`src/rtl/two_bit_multiplier.sv`:
```
// Pipelined 2x2-bit unsigned multiplier built from AND partial products and two
// half adders. LATENCY selects a one- or two-stage pipeline; out_comb is the raw product.
module two_bit_multiplier #(
  parameter int LATENCY = 2
) (
  input  logic       clk,
  input  logic       rst_n,
  input  logic [1:0] a,
  input  logic [1:0] b,
  input  logic       in_valid,
  output logic [3:0] out,
  output logic       out_valid,
  output logic [3:0] out_comb
);

  // Valid-only streaming: in_valid=1 means a/b are taken on that rising edge
  // (there is no ready, so the block never stalls); out_valid=1 marks the single
  // cycle in which out carries a fresh product. Gaps pass through unchanged.

  function automatic logic [3:0] mul2(input logic [1:0] x, input logic [1:0] y);
    logic p00, p01, p10, p11, c1;
    p00 = x[0] & y[0];
    p01 = x[0] & y[1];
    p10 = x[1] & y[0];
    p11 = x[1] & y[1];
    c1  = p01 & p10;
    return {p11 & c1, p11 ^ c1, p01 ^ p10, p00};
  endfunction

  assign out_comb = mul2(a, b);

  logic       fin_valid;
  logic [3:0] fin_prod;

  // Any value other than 1 builds the two-stage variant.
  if (LATENCY == 1) begin : g_lat1
    assign fin_valid = in_valid;
    assign fin_prod  = out_comb;
  end else begin : g_lat2
    logic [1:0] a_q, a_d;
    logic [1:0] b_q, b_d;
    logic       v_q, v_d;

    always_comb begin
      a_d = a_q;
      b_d = b_q;
      v_d = in_valid;
      if (in_valid) begin
        a_d = a;
        b_d = b;
      end
    end

    always_ff @(posedge clk or negedge rst_n) begin
      if (!rst_n) begin
        a_q <= 2'b00;
        b_q <= 2'b00;
        v_q <= 1'b0;
      end else begin
        a_q <= a_d;
        b_q <= b_d;
        v_q <= v_d;
      end
    end

    assign fin_valid = v_q;
    assign fin_prod  = mul2(a_q, b_q);
  end

  logic [3:0] out_q, out_d;
  logic       out_valid_q, out_valid_d;

  // Output register holds its last product across bubbles.
  always_comb begin
    out_d       = out_q;
    out_valid_d = fin_valid;
    if (fin_valid) begin
      out_d = fin_prod;
    end
  end

  always_ff @(posedge clk or negedge rst_n) begin
    if (!rst_n) begin
      out_q       <= 4'b0000;
      out_valid_q <= 1'b0;
    end else begin
      out_q       <= out_d;
      out_valid_q <= out_valid_d;
    end
  end

  assign out       = out_q;
  assign out_valid = out_valid_q;

endmodule

```
`config.mk`:
```
export PLATFORM = sky130hd
export DESIGN_NAME = two_bit_multiplier
export DESIGN_NICKNAME = d
export VERILOG_FILES = /design/src/rtl/two_bit_multiplier.sv
export SDC_FILE = /design/constraint.sdc
export NUM_CORES = 1
export LEC_CHECK = 0
export BUFFER_PORTS_ARGS = -buffer_cell sky130_fd_sc_hd__buf_2
export CORE_AREA = 3 3 40 42
export DETAILED_ROUTE_END_ITERATION = 10
export DIE_AREA = 0 0 43 45
export HOLD_SLACK_MARGIN = 0.12
export PLACE_DENSITY = 0.61
export SYNTH_ARGS = -nofsm -noshare
export SYNTH_HDL_FRONTEND = slang
export SYNTH_SLANG_ARGS = --single-unit
export TNS_END_PERCENT = 20
```
`constraint.sdc`:
```
create_clock -name clk -period 4.18 [get_ports clk]
set_input_delay 0.418 -clock clk [delete_from_list [all_inputs] [get_ports clk]]
set_output_delay 0.418 -clock clk [all_outputs]
set_load 0.05 [all_outputs]
```
==> flow_results.xml <==
<?xml version="1.0" encoding="UTF-8"?>
<metrics>
  <group name="drt">
    <metric name="route.antenna.remaining_nets" unit="">0</metric>
    <metric name="count_of_vias_placed_by_the_detailed_router" unit="">301</metric>
    <metric name="drc_errors" unit="">0</metric>
    <metric name="routed_wire_length_per_instance" unit="um">10.6</metric>
    <metric name="routed_via_density" unit="">4.56</metric>
    <metric name="detailedRoute.firstIterationViolations" unit="">0</metric>
    <metric name="drt-pass1-iter-count" unit="">1</metric>
    <metric name="finalWirelength" unit="um">702</metric>
  </group>
  <group name="sta">
    <metric name="setup-tns-final" unit="ns">0</metric>
    <metric name="slew-limit-headroom" unit="">0.835</metric>
    <metric name="final.min_clock_period" unit="ns">1.80</metric>
    <metric name="tightest_slew" unit="ns">0.249</metric>
    <metric name="number_of_setup_violations_in_the_final_report" unit="">0</metric>
    <metric name="finalHoldViolCount" unit="">0</metric>
    <metric name="rsz0062_at_grt" unit="">no</metric>
    <metric name="fmaxAchievable" unit="MHz">556</metric>
    <metric name="share_of_the_clock_period_used_by_the_worst_path_after_layout" unit="">0.430</metric>
    <metric name="fin_worst_skew" unit="ns">0.00287</metric>
    <metric name="final_max_slew_viol_count" unit="">0</metric>
    <metric name="setup_ws" unit="ns">2.38</metric>
    <metric name="hold-worst-slack" unit="ns">0.345</metric>
  </group>
  <group name="power_and_ir_drop">
    <metric name="post-layout-total-power" unit="mW">0.260</metric>
    <metric name="power.ir.vdd_worst" unit="mV">0.189</metric>
    <metric name="static_power_due_to_leakage" unit="nW">0.307</metric>
    <metric name="pwr_density_cell" unit="nW/um^2">451</metric>
  </group>
  <group name="global_route">
    <metric name="grt-ovfl-total" unit="">0</metric>
    <metric name="grt_pass1_vias" unit="">291</metric>
    <metric name="pin_count_of_the_biggest_net_entering_global_routing" unit="">11</metric>
    <metric name="antenna_found_initial" unit="">0</metric>
    <metric name="grt_pass1_wl" unit="mm">1.19</metric>
    <metric name="grt_use_total" unit="">0.0820</metric>
  </group>
  <group name="placed_design">
    <metric name="numPortBuffers" unit="">15</metric>
    <metric name="globalplace.congestion" unit="">0.664</metric>
    <metric name="preCtsSetupSlack" unit="ns">2.37</metric>
    <metric name="place_area" unit="um^2">531</metric>
  </group>
  <group name="yosys">
    <metric name="synth.top_cells.by_area" unit="">sky130_fd_sc_hd__dfrtp_1 (57%), sky130_fd_sc_hd__mux2_2 (18%), sky130_fd_sc_hd__ha_1 (11%), sky130_fd_sc_hd__and2_1 (10%), sky130_fd_sc_hd__nand3_1 (1.1%)</metric>
    <metric name="synthesis.yosys.warnings" unit="">0</metric>
    <metric name="synthesis.area" unit="um^2">437</metric>
    <metric name="synth_cell_type_count" unit="">7</metric>
    <metric name="post_synthesis_cell_count" unit="">31</metric>
    <metric name="ys_seq_elements" unit="">10</metric>
    <metric name="synth_top_area_frac" unit="">0.573</metric>
    <metric name="synthDominantAreaCellType" unit="">sky130_fd_sc_hd__dfrtp_1</metric>
    <metric name="syn_avg_cell_area" unit="um^2">14.1</metric>
    <metric name="seq_total_area_yosys" unit="">0.573</metric>
    <metric name="number_of_nets_produced_by_synthesis" unit="">42</metric>
  </group>
  <group name="clock_network">
    <metric name="clock_sinks" unit="">10</metric>
    <metric name="cts-root-to-sink-buffers" unit="">2</metric>
    <metric name="htree_num_levels" unit="">1</metric>
    <metric name="clock_insertion_delay_worst_skew" unit="ns">0.26</metric>
    <metric name="cts.repair_timing.setup_buffer_count" unit="">0</metric>
    <metric name="clkSlewWorstSetupHoldPaths" unit="ns">0.07</metric>
    <metric name="cts_tree" unit="">built</metric>
    <metric name="numCtsBuffers" unit="">3</metric>
    <metric name="cts_root_buf" unit="">sky130_fd_sc_hd__clkbuf_4</metric>
  </group>
  <group name="critical_path">
    <metric name="worstSetupEndpointType" unit="">primary output</metric>
    <metric name="delay_contributed_by_the_slowest_stage_of_the_critical_path" unit="ns">0.26</metric>
    <metric name="worstPathArrival" unit="ns">1.38</metric>
    <metric name="r2r-start" unit="">g_lat2.a_q[0]</metric>
    <metric name="critPathKind" unit="">in -&gt; out</metric>
    <metric name="timing.critical_path.cells" unit="">buf_2, and2_1, ha_1, ha_1, buf_2</metric>
    <metric name="cpMaxStageDelayCell" unit="">sky130_fd_sc_hd__ha_1</metric>
    <metric name="timing.critical_path.fanout_max" unit="">3</metric>
    <metric name="critical_path_required" unit="ns">3.76</metric>
    <metric name="startpoint" unit="">a[0]</metric>
    <metric name="cp_num_buf_inv" unit="">2</metric>
    <metric name="cp_top_family" unit="">adder cells</metric>
    <metric name="cp_launch_type" unit="">input pin</metric>
  </group>
  <group name="finish">
    <metric name="post_route_cells_drive_above_1_share" unit="">0.510</metric>
    <metric name="area_of_the_multi_input_gates" unit="um^2">183</metric>
    <metric name="postLayoutCellArea" unit="um^2">577</metric>
    <metric name="num_antenna_cells" unit="">0</metric>
    <metric name="register_area" unit="um^2">250</metric>
    <metric name="synthToLayoutAreaGrowth" unit="%">32.1</metric>
    <metric name="num-nets-final" unit="">63</metric>
    <metric name="fill_cells" unit="">130</metric>
  </group>
  <group name="run">
    <metric name="timing.max_cap.violations" unit="">0</metric>
  </group>
  <group name="die">
    <metric name="placement_rows" unit="">13</metric>
    <metric name="die_height" unit="um">45</metric>
    <metric name="die_area" unit="um^2">1940</metric>
    <metric name="io_pins" unit="">16</metric>
    <metric name="initial_utilization" unit="">0.340</metric>
    <metric name="core_area" unit="um^2">1280</metric>
    <metric name="die-width" unit="um">43</metric>
  </group>
  <group name="worst_hold_path">
    <metric name="startpoint_of_the_most_critical_hold_path" unit="">in_valid</metric>
    <metric name="holdCritPathClass" unit="">in -&gt; reg</metric>
  </group>
  <group name="run_status">
    <metric name="status" unit="">finished clean</metric>
  </group>
</metrics>
worst paths after layout:
kind	to	depth (start not counted)	slack (ns)
min in group asynchronous	out_valid	2	0.54
worst min-delay path	fin_valid	1	0.34
max in group asynchronous	g_lat2.b_q[1]	2	3.46
worst max register to register	out[2]	4	2.79
worst min register to register	out[1]	1	0.50
worst max-delay path	out_comb[2]	5	2.38
state kept, by name, summed over array words and instances, names as in the netlist:
signal	count
fin_valid	1
g_lat2.a_q	2
g_lat2.b_q	2
out	4
out_valid	1
cells in the mapped netlist:
master	number
sky130_fd_sc_hd__and2_1	7
sky130_fd_sc_hd__nand3_1	1
sky130_fd_sc_hd__inv_1	1
sky130_fd_sc_hd__ha_1	4
sky130_fd_sc_hd__mux2_2	7
sky130_fd_sc_hd__o21ai_0	1
sky130_fd_sc_hd__dfrtp_1	10
layout by cell type (no fill, tap or decap), types with 3 or more instances in the layout:
cell type / netlist / routed
sky130_fd_sc_hd__buf_2: 0 / 15
sky130_fd_sc_hd__and2_1: 7 / 7
sky130_fd_sc_hd__dfrtp_1: 10 / 10
sky130_fd_sc_hd__clkbuf_4: 0 / 3
sky130_fd_sc_hd__ha_1: 4 / 4
sky130_fd_sc_hd__mux2_2: 7 / 7
area by class of cell:
| cell class | count | area share |
|---|---|---|
| Inverter | 1 | 0.00651 |
| Tap cell | 15 | 0.0325 |
| Clock buffer | 4 | 0.0629 |
| Timing Repair Buffer | 16 | 0.148 |
| Multi-Input combinational cell | 20 | 0.317 |
| Sequential cell | 10 | 0.434 |
power breakdown:
| group | switching (mW) | internal, mW | total (mW) |
|---|---|---|---|
| logic | 0.0418 | 0.0194 | 0.0611 |
| clock network | 0.0336 | 0.0528 | 0.0863 |
| registers | 0.00572 | 0.107 | 0.113 |
| total | 0.0810 | 0.179 | 0.260 |
stage by stage:
step | util | std cells
after floorplan | - | 31
after global placement | 0.413 | 61
after detailed placement | 0.413 | 61
after CTS | 0.449 | 66
after global routing | 0.449 | 66
final | 0.449 | 66
what timing repair did:
item	in CTS	in global routing
hold buffers	1	0
setup endpoints to repair	0	0
resized for setup	0	0
hold endpoints to repair	10	0
routing by layer:
layer | GRT usage | wire, um
met5 | 0 | 0
met1 | 0.101 | 297
met4 | 0.0181 | 0
met3 | 0.0279 | 53
met2 | 0.141 | 350
cell families after synthesis:
| group | share of synthesized area |
|---|---|
| flops | 0.573 |
| buf+inv | 0.00859 |
| mux | 0.181 |
| compound gates | 0.0115 |
| simple gates | 0.112 |
| fa+ha+maj | 0.115 |
Note: power is estimated with default switching activity, not from simulation.
